**src/rtl/class_hvec_store.sv**
```systemverilog
// Writable class-hypervector memory with a frame-wise write port and a
// valid/ready read-out stream of one class or all classes in order.
module class_hvec_store #(
    parameter int DI_PARALLEL_W_BITS = 64,
    parameter int NUM_CLASSES        = 8,
    parameter int NUM_FRAMES         = 3,
    localparam int CLASS_W           = $clog2(NUM_CLASSES),
    localparam int FRAME_W           = (NUM_FRAMES > 1) ? $clog2(NUM_FRAMES) : 1
) (
    input  logic                          clk,
    input  logic                          rst,
    input  logic                          wr_en,
    input  logic [CLASS_W-1:0]            wr_class,
    input  logic [FRAME_W-1:0]            wr_frame,
    input  logic [DI_PARALLEL_W_BITS-1:0] wr_data,
    input  logic                          req_valid,
    output logic                          req_ready,
    input  logic [CLASS_W-1:0]            req_class,
    input  logic                          req_all,
    output logic                          out_valid,
    input  logic                          out_ready,
    output logic [DI_PARALLEL_W_BITS-1:0] out_data,
    output logic [CLASS_W-1:0]            out_class,
    output logic [FRAME_W-1:0]            out_frame,
    output logic                          out_last_frame,
    output logic                          out_last,
    output logic                          err
);

    localparam int DEPTH  = NUM_CLASSES * NUM_FRAMES;
    localparam int ADDR_W = $clog2(DEPTH);
    localparam logic [FRAME_W-1:0] LAST_FRAME = FRAME_W'(NUM_FRAMES - 1);
    localparam logic [CLASS_W-1:0] LAST_CLASS = CLASS_W'(NUM_CLASSES - 1);

    typedef enum logic [1:0] {
        IDLE,
        FETCH,
        PRESENT
    } state_t;

    state_t               state;
    logic [CLASS_W-1:0]   cls;
    logic [FRAME_W-1:0]   frm;
    logic                 all_mode;
    logic                 wr_ok;

    logic [DI_PARALLEL_W_BITS-1:0] mem [DEPTH];

    function automatic logic [ADDR_W-1:0] addr_of(input logic [CLASS_W-1:0] c,
                                                  input logic [FRAME_W-1:0] f);
        return ADDR_W'(c) * ADDR_W'(NUM_FRAMES) + ADDR_W'(f);
    endfunction

    // Out-of-range writes would alias onto other entries, so they are dropped.
    assign wr_ok = wr_en && (32'(wr_class) < NUM_CLASSES) && (32'(wr_frame) < NUM_FRAMES);

    // NOTE: the array has no reset; trained vectors must survive rst, and a
    // write in the reset cycle still lands.
    always_ff @(posedge clk) begin
        if (wr_ok) begin
            mem[addr_of(wr_class, wr_frame)] <= wr_data;
        end
    end

    always_ff @(posedge clk) begin
        if (rst) begin
            state          <= IDLE;
            cls            <= '0;
            frm            <= '0;
            all_mode       <= 1'b0;
            req_ready      <= 1'b1;
            out_valid      <= 1'b0;
            out_data       <= '0;
            out_class      <= '0;
            out_frame      <= '0;
            out_last_frame <= 1'b0;
            out_last       <= 1'b0;
            err            <= 1'b0;
        end else begin
            err <= 1'b0;
            unique case (state)
                IDLE: begin
                    if (req_valid && req_ready) begin
                        if (req_all) begin
                            cls       <= '0;
                            frm       <= '0;
                            all_mode  <= 1'b1;
                            req_ready <= 1'b0;
                            state     <= FETCH;
                        end else if (32'(req_class) < NUM_CLASSES) begin
                            cls       <= req_class;
                            frm       <= '0;
                            all_mode  <= 1'b0;
                            req_ready <= 1'b0;
                            state     <= FETCH;
                        end else begin
                            err <= 1'b1;
                        end
                    end
                end
                FETCH: begin
                    // NOTE: this read and a same-edge write both use <=, so the
                    // beat carries the pre-write contents (read-first).
                    out_data       <= mem[addr_of(cls, frm)];
                    out_class      <= cls;
                    out_frame      <= frm;
                    out_last_frame <= (frm == LAST_FRAME);
                    out_last       <= (frm == LAST_FRAME) && (!all_mode || cls == LAST_CLASS);
                    out_valid      <= 1'b1;
                    state          <= PRESENT;
                end
                PRESENT: begin
                    if (out_ready) begin
                        out_valid <= 1'b0;
                        if (out_last) begin
                            req_ready <= 1'b1;
                            state     <= IDLE;
                        end else begin
                            if (frm == LAST_FRAME) begin
                                frm <= '0;
                                cls <= cls + CLASS_W'(1);
                            end else begin
                                frm <= frm + FRAME_W'(1);
                            end
                            state <= FETCH;
                        end
                    end
                end
                default: state <= IDLE;
            endcase
        end
    end

endmodule
```
**config.mk**
```make
export PLATFORM = sky130hd
export DESIGN_NAME = class_hvec_store
export DESIGN_NICKNAME = d
export VERILOG_FILES = /design/src/rtl/class_hvec_store.sv
export SDC_FILE = /design/constraint.sdc
export NUM_CORES = 1
export LEC_CHECK = 0
export CORE_UTILIZATION = 40
export DETAILED_ROUTE_END_ITERATION = 8
export GPL_TIMING_DRIVEN = 0
export PLACE_DENSITY_LB_ADDON = 0.1
export SYNTH_ARGS = -nofsm -noshare
export SYNTH_HDL_FRONTEND = slang
export SYNTH_SLANG_ARGS = --single-unit
```
**constraint.sdc**
```tcl
create_clock -name clk -period 6.4 [get_ports clk]
set_input_delay 1.28 -clock clk [delete_from_list [all_inputs] [get_ports clk]]
set_output_delay 1.28 -clock clk [all_outputs]
set_load 0.1 [all_outputs]
```
# Word-level counts from Yosys, hierarchy flattened
# Memory sizes are Yosys's and may differ from the RTL's. A register that Yosys moved wholly into a read port is not among the register bits.
# Cells that the tools add are included.
totals:
  rom_bits: 0
  out_inout_bits: 74
  ram_bits: 1536
  n_memories: 1
  latchBits: 0
  elab_cells: 65
  ff_bits: 17
classes:
  n_addsub: 4
  magnitude_cmp: 1
  div_mod_pow: 0
  n_eq_ne: 9
  multipliers: 2
  n_reduce_logical: 14
  bitwise: 0
  shifts: 0
  mux: 24
memory_table:
  columns: ["name", "depth", "word_bits", "rd", "rd_ports_with_merged_regs", "write_ports", "line_no", "rtl"]
  rows:
  - ["mem", 24, 64, 1, 1, 1, "47", "logic [DI_PARALLEL_W_BITS-1:0] mem [DEPTH];"]
ops:
  columns: ["cell", "count"]
  rows:
  - ["3-bit 2-to-1 mux", 5]
  - ["2-bit 2-to-1 mux", 6]
  - ["5-bit by 2-bit adder with 5-bit output", 2]
  - ["3-bit by 2-bit multiplier with 5-bit output (second input constant)", 2]
  - ["2-bit != test (second input constant)", 5]
  - ["1-bit 2-to-1 mux", 8]
  - ["4-bit AND reduction", 2]
  - ["2-bit case mux with 3 select lines", 1]
  - ["3-bit case mux with 2 select lines", 1]
  - ["2-bit AND reduction", 3]
  - ["5-bit AND reduction", 1]
  - ["2-bit == test (second input constant)", 2]
  - ["1-bit case mux with 2 select lines", 2]
  - ["2-bit case mux with 2 select lines", 1]
  - ["2-bit nonzero test", 2]
  - ["3-bit by 1-bit adder with 3-bit output (second input constant)", 1]
  - ["3-bit == test (second input constant)", 1]
  - ["1-bit logical AND", 3]
  - ["2-bit by 1-bit adder with 2-bit output (second input constant)", 1]
  - ["2-bit by 1-bit == test with 1-bit output (second input constant)", 1]
  - ["2-bit logical NOT", 1]
  - ["2-bit < comparator (second input constant)", 1]
  - ["1-bit logical NOT", 1]
  - ["1-bit logical OR", 1]

# Logic depth before layout (Yosys ltp)
# Gate-level depths: netlist of run 1.
logic_depth:
  ltp_word: 5
  ltp_mapped: 11
  depth_no_buf: 9

# Worst setup path before layout of run 1
# No wires, ideal clock.
synth_timing:
  kind: "input to register"
  startpoint: "in wr_class[0]"
  endpoint: "mem mem[10][0], enable pin"
  n_path_buf: 0
  stages: 6
  setup_slack_ns: 0.244
  t_arrival_ns: 5.669
  path_cell_list: "fa_1 ha_1 fa_1 xnor2_1 or3_1 nor2_1"
synth_via:
  elab_chain_cells: 2
synth_lines:
  columns: ["item", "line_no", "rtl"]
  rows:
  - ["from (decl)", "13", "input logic [CLASS_W-1:0] wr_class,"]
  - ["3-bit by 2-bit multiplier with 5-bit output", "51", "return ADDR_W'(c) * ADDR_W'(NUM_FRAMES) + ADDR_W'(f);"]
  - ["5-bit by 2-bit adder with 5-bit output", "51", null]
  - ["to (decl)", "47", null]
# Every way passes these cells.

# Final worst setup path of run 1
layout_timing:
  startpoint: "in wr_class[1]"
  endpoint: "mem mem[16][60], enable pin"
# The elaborated chain is that of the path after synthesis.

==> run summary, run 1 <==
Top cells by count, synth: edfxtp_1 (1536), mux4_2 (305), mux2i_1 (193)
Initial antenna violation count: 9
Crit path required time: 6.89 ns
DRC: 0
Synth Flop Type: edfxtp_1
Synthesized area: 0.0628 mm^2
Critical path's slowest cell: nor2_4
Cell chain of the critical path: clkdlybuf4s50_1 > fa_1 > ha_1 > fa_1 > xor2_1 > nor2_1 > nand2_1 > nor2_4 > buf_12 > buf_12 > buf_16
Avg Synthesized Cell Area: 21.9 um^2
Number of global-route vias before repair: 32.0k
Row Count: 145
First-pass DRT Iterations: 5
Fill cell count: 12.8k
Final WS setup: 1.82 ns
Cell with the most instances after synthesis: edfxtp_1
Min Clock Period, post-route: 4.58 ns
CP Max Fanout: 19
Hpwl dp: 109 mm
Die ar.: 0.159 mm^2
Area growth syn-to-layout: 18.2%
Setup Fix Bufs, Post-CTS: 0
Layout cells sized above 1: 24.6%
Async S/R FF share, synth: 0%
Clock buffer depth: 3
Status: completed
Max rail drop VDD: 280 uV
Synth top area cells: edfxtp_1 (73%), mux4_2 (11%), mux4_1 (3.3%)
Yosys top cell by area: edfxtp_1
Vias: 30.3k
Starting Density: 40.3%
Total wire length: 165 mm
Worst clock skew: 0.0250 ns
First-pass GRT wire length: 235 mm
Cells after Synth: 2864
Tot GR Track Use: 21.1%
Critical path launch point type: primary input
Iteration-0 DRC Markers: 2928
Post-synth net total: 2958
MaxCap Viol Count: 0
Die Span X: 398 um
Setup WS pre-CTS: 0.938 ns
H-tree depth: 4
Post-CTS Resized: 0
Final Max Tran Viols: 0
Post-synth EDFFs: 1536
Cts bufs inserted: 167
Tcrit/Tclk final: 71.6%
Worst rel slew slack: 25.3%
Hold Fails Final Rpt: 0
Worst min-delay path category: reg -> reg
Final setup violation count: 0
Area of the multi-input gates: 0.0140 mm^2
Total gr overflow: 0
Leakage: 23.4 nW
Netlist cell types: 38
Via density: 5.54
CP peak stage delay: 0.77 ns
Arr. time, crit path: 5.07 ns
CTS clock-pin slew for the worst setup and hold paths: 0.06 ns
Worst slew pin tran: 1.12 ns
Clock Sinks: 1617
Critical path buffers and inverters: 4
CP top delay family: buffers and inverters
RePlAce Congestion: 0.735
RSZ-0062 raised after global routing: false
Avg WL per Cell: 30.2 um
Register area share after synthesis: 76.0%
YS warnings: 0
Synthesized flop and latch total: 1617
Die H: 398 um
Routed Antenna Nets: 0
Hold_ws: 0.459 ns
Clock Tree Root: clkbuf_16
Sequential cell area: 0.0477 mm^2
Nets: 3354
CTS Hold Bufs: 0
# IOs: 152
Largest net degree at the start of global routing: 25
Cell Pwr Density: 344 mW/mm^2
Worst skew pair latency: 0.80 ns
TritonCTS clock tree: done
Antenna cells: 0
Core ar.: 0.156 mm^2
Crit end category: flop
# port buffers: 149
Fmax: 218 MHz
CP Class: in -> reg
Area fraction of the dominant cell type after synthesis: 73.4%
-- placed cells by master, fill, tap and decap left out, types with 17 or more instances in the layout --
master and instances:
edfxtp_1 1536, mux4_2 305, mux2i_1 193, clkbuf_16 174, clkdlybuf4s50_1 149, nand2_1 83
clkbuf_1 81, dfxtp_1 81, mux4_1 79, a21oi_1 77, inv_1 73, buf_12 66
buf_2 64, o21ai_0 64, mux2_2 64, o2bb2ai_1 64, buf_6 37, clkinv_2 28
nor2_4 24, clkinv_1 22, bufinv_16 17
-- flip-flops by register name (all words and copies together), names as in the netlist --
name and count:
mem 1536, out_data 64, cls 3, out_class 3, frm 2, out_frame 2, state 2, all_mode 1
out_last 1, out_last_frame 1, out_valid 1, req_ready 1
-- per-layer routing --
layer / track usage, % / vias to the layer above / part of all wire [%] / routed length [um]
li1: - / 12800 / - / -
met1: 29.5 / 16500 / 44 / 72400
met2: 35.0 / 797 / 50 / 81900
met3: 3.03 / 167 / 4.9 / 8090
met4: 4.56 / 6 / 1.5 / 2480
met5: 0 / - / 0.018 / 30
-- final timing paths --
check / from / to / slack [ns] / cells after the start
min reg2reg: out_class[2] / out_class[2] / 0.46 / 2
min: out_class[2] / out_class[2] / 0.46 / 2
max reg2reg: cls[0] / out_data[15] / 2.46 / 11
max: wr_class[1] / mem[16][60] / 1.82 / 11
-- power by group --
part / total, mW / leakage (nW) / switching [mW] / internal [mW]
registers: 12.2 / 14.5 / 0.183 / 12.0
logic: 3.57 / 6.17 / 2.31 / 1.26
clock network: 9.81 / 2.72 / 4.00 / 5.81
total: 25.6 / 23.4 / 6.49 / 19.1
-- worst reg2reg max path: cells and delay by family (launching register included) --
family,cells,cell delay (ns)
AOI/OAI and AO/OA,1,0.13
xor gates and xnor gates,1,0.20
adders and majority gates,3,1.20
buffers and inverters,4,1.41
DFF,1,0.40
muxes,2,0.52
-- metrics by stage --
step                      instances  cell area (um^2)  TNS [ns]  total power, mW  utilization [%]
after detailed placement       5149             68700         0             16.0             44.1
after CTS                      5459             74300         0             25.8             47.6
final                          5459             74300         0             25.6             47.6
after global routing           5459             74300         0             26.3             47.6
after floorplan                2864             62800         0             14.7                -
after global placement         5071             66900  -6734.72             15.9             42.9
-- cell families after synthesis --
family | after synthesis | synth area share, %
buffers and inverters | 228 | 2.06
other | 1 | 0.00597
DFF | 1617 | 76.0
muxes | 641 | 18.5
xor gates and xnor gates | 3 | 0.0418
adders and majority gates | 16 | 0.366
AOI/OAI and AO/OA | 217 | 2.16
and+or+nand+nor | 141 | 0.938
-- cell type report --
| type | instances | share of cell area (%) |
|---|---|---|
| multi-input combinational | 1019 | 18.8 |
| timing repair buffer | 227 | 4.23 |
| sequential | 1617 | 64.3 |
| buffer | 155 | 1.38 |
| tap | 2058 | 3.47 |
| clock inverter | 81 | 1.17 |
| clock buffer | 229 | 6.31 |
| inverter | 73 | 0.369 |
(Power assumes the default switching activity.)
==> inputs of run 2 (changes only) <==
- clock period: 6.4 -> 4.55 ns (I/O delays scaled with it)
==> run summary, run 2 (synthesis results as in run 1) <==
RSZ-0062 raised after global routing: false (unchanged)
Max rail drop VDD: 364 uV (was 280 uV)
Layout cells sized above 1: 24.2% (was 24.6%)
Critical path buffers and inverters: 3 (was 4)
Worst rel slew slack: 23.3% (was 25.3%)
Critical path launch point type: primary input (unchanged)
Number of global-route vias before repair: 31.9k (was 32.0k)
Tot GR Track Use: 20.8% (was 21.1%)
CP Launch Point: wr_class[1] (unchanged)
R2R Setup Slk: 0.65 ns (was 2.46 ns)
CTS Hold Bufs: 0 (unchanged)
Hold Fails Final Rpt: 0 (unchanged)
Final Max Tran Viols: 0 (unchanged)
Post-CTS Resized: 0 (unchanged)
Cell chain of the critical path: clkdlybuf4s50_1 > fa_1 > ha_1 > fa_1 > xnor2_1 > or3_1 > nor2_4 > buf_12 > buf_12 (was clkdlybuf4s50_1 > fa_1 > ha_1 > fa_1 > xor2_1 > nor2_1 > nand2_1 > nor2_4 > buf_12 > buf_12 > buf_16)
Via density: 5.50 (was 5.54)
Tcrit/Tclk final: 89.5%
Commonest non-fill, non-tap cells in the layout: edfxtp_1 (1536), mux4_2 (305), mux2i_1 (193) (unchanged)
Clock Tree Root: clkbuf_16 (unchanged)
Clock buffer depth: 3 (unchanged)
Sequential power share: 48.2% (was 47.6%)
# IOs: 152 (unchanged)
Vias: 30.1k (was 30.3k)
First-pass DRT Iterations: 5 (unchanged)
Hold Startpoint: out_last_frame (was out_class[2])
Most common cell after layout, fill and taps aside: edfxtp_1 (unchanged)
Arr. time, crit path: 4.56 ns (was 5.07 ns)
Critical path's slowest cell: nor2_4 (unchanged)
Finished Layout Cells: 5470 (was 5459)
Nets: 3355 (was 3354)
Final setup violation count: 0 (unchanged)
TritonCTS clock tree: done (unchanged)
Core ar.: 0.156 mm^2 (unchanged)
Die ar.: 0.159 mm^2 (unchanged)
Comb power frac: 14.1% (was 14.0%)
Final Core Density: 47.5% (was 47.6%)
H-tree depth: 4 (unchanged)
Setup Fix Bufs, Post-CTS: 0 (unchanged)
Hold_ws: 0.463 ns (was 0.459 ns)
DRC: 0 (unchanged)
R2r startpoint: cls[0] (unchanged)
Starting Density: 40.3% (unchanged)
Total gr overflow: 0 (unchanged)
CTS clock-pin slew for the worst setup and hold paths: 0.06 ns (about the same)
RePlAce Congestion: 0.747 (was 0.735)
Internal: 26.4 mW (was 19.1 mW)
Max reg flops: 1536 (unchanged)
Net Switching: 9.20 mW (was 6.49 mW)
Iteration-0 DRC Markers: 2910 (was 2928)
Leakage: 23.3 nW (was 23.4 nW)
Fmax: 245 MHz
MaxCap Viol Count: 0 (unchanged)
Worst slew pin tran: 1.15 ns (was 1.12 ns)
Sw Ratio: 25.9% (was 25.4%)
Crit path required time: 5.03 ns (was 6.89 ns)
CP Class: in -> reg (unchanged)
Avg WL per Cell: 30.0 um (was 30.2 um)
Top flop regs: mem (1536), out_data (64) (unchanged)
Hpwl dp: 110 mm (was 109 mm)
Clock Sinks: 1617 (unchanged)
Clk pwr share: 37.7% (was 38.4%)
Cts bufs inserted: 170 (was 167)
First-pass GRT wire length: 231 mm (was 235 mm)
Initial antenna violation count: 9 (unchanged)
Largest reg by FF count: mem (unchanged)
Die Span X: 398 um (unchanged)
Largest net degree at the start of global routing: 25 (unchanged)
Total wire length: 164 mm (was 165 mm)
Placed insts: 5147 (was 5149)
Fill cell count: 12.8k (about the same)
CP peak stage delay: 0.72 ns (was 0.77 ns)
Min Clock Period, post-route: 4.07 ns
Row Count: 145 (unchanged)
Worst skew pair latency: 0.80 ns (about the same)
Status: completed (unchanged)
Routed Antenna Nets: 0 (unchanged)
Worst min-delay path category: reg -> reg (unchanged)
# port buffers: 149 (unchanged)
Crit end category: flop (unchanged)
Cell Pwr Density: 480 mW/mm^2 (was 344 mW/mm^2)
Die H: 398 um (unchanged)
Area growth syn-to-layout: 18.0% (was 18.2%)
CP Max Fanout: 18 (was 19)
CP top delay family: simple AND/OR/NAND/NOR gates (was buffers and inverters)
Worst clock skew: 0.0271 ns (was 0.0250 ns)
-- run 2: final timing paths --
| kind | endpoint | depth (start not counted) |
|---|---|---|
| max | mem[9][31] | 9 |
| min | out_last_frame | 2 |
| max reg2reg | out_data[14] | 11 |
| min reg2reg | out_last_frame | 2 |
-- run 2: power groups by stage --
stage          logic (mW)  registers [mW]  clock network (mW)
3_3_place_gp         4.92            17.5                   0
4_1_cts              5.09            17.2                13.7
2_1_floorplan        2.29            18.4                   0
3_5_place_dp         5.07            17.5                   0
5_1_grt              5.30            17.2                14.2
6_report             5.01            17.1                13.4
-- run 2: cell type report --
cell class | count | area (um^2) | share of cell area (%)
flip-flops and latches | 1617 | 47700 | 64.4
well taps | 2058 | 2570 | 3.47
clock inverters | 87 | 777 | 1.05
multi-input cells | 1019 | 14000 | 18.9
repair buffers | 225 | 3150 | 4.24
clock buffers | 234 | 4630 | 6.24
inverters | 73 | 274 | 0.369
diodes | 2 | 5.00 | 0.00675
plain buffers | 155 | 1020 | 1.38
-- run 2: worst min-delay path, cell delays in order, from the launching register on --
cell and delay [ns]:
dfxtp_1 0.31, nand2_1 0.05, a21oi_1 0.05
-- run 2: metrics by stage --
step                      setup slack, ns  TNS (ns)  cell area, um^2  power (mW)
after global routing                0.390         0            74200        36.7
after detailed placement           -0.362    -73.41            68800        22.5
after global placement              -5.77  -3872.37            67000        22.4
after floorplan                     -1.06   -333.12            63000        20.7
after CTS                           0.504         0            74200        35.9
final                               0.476         0            74200        35.6
-- run 2: metal layers --
layer / up-vias / routed length [um] / global-route usage [%]
met3: 215 / 9600 / 3.85
met5: - / 10 / 0
met4: 2 / 3450 / 5.60
met2: 890 / 80100 / 34.2
met1: 16200 / 70700 / 28.6
li1: 12800 / - / -
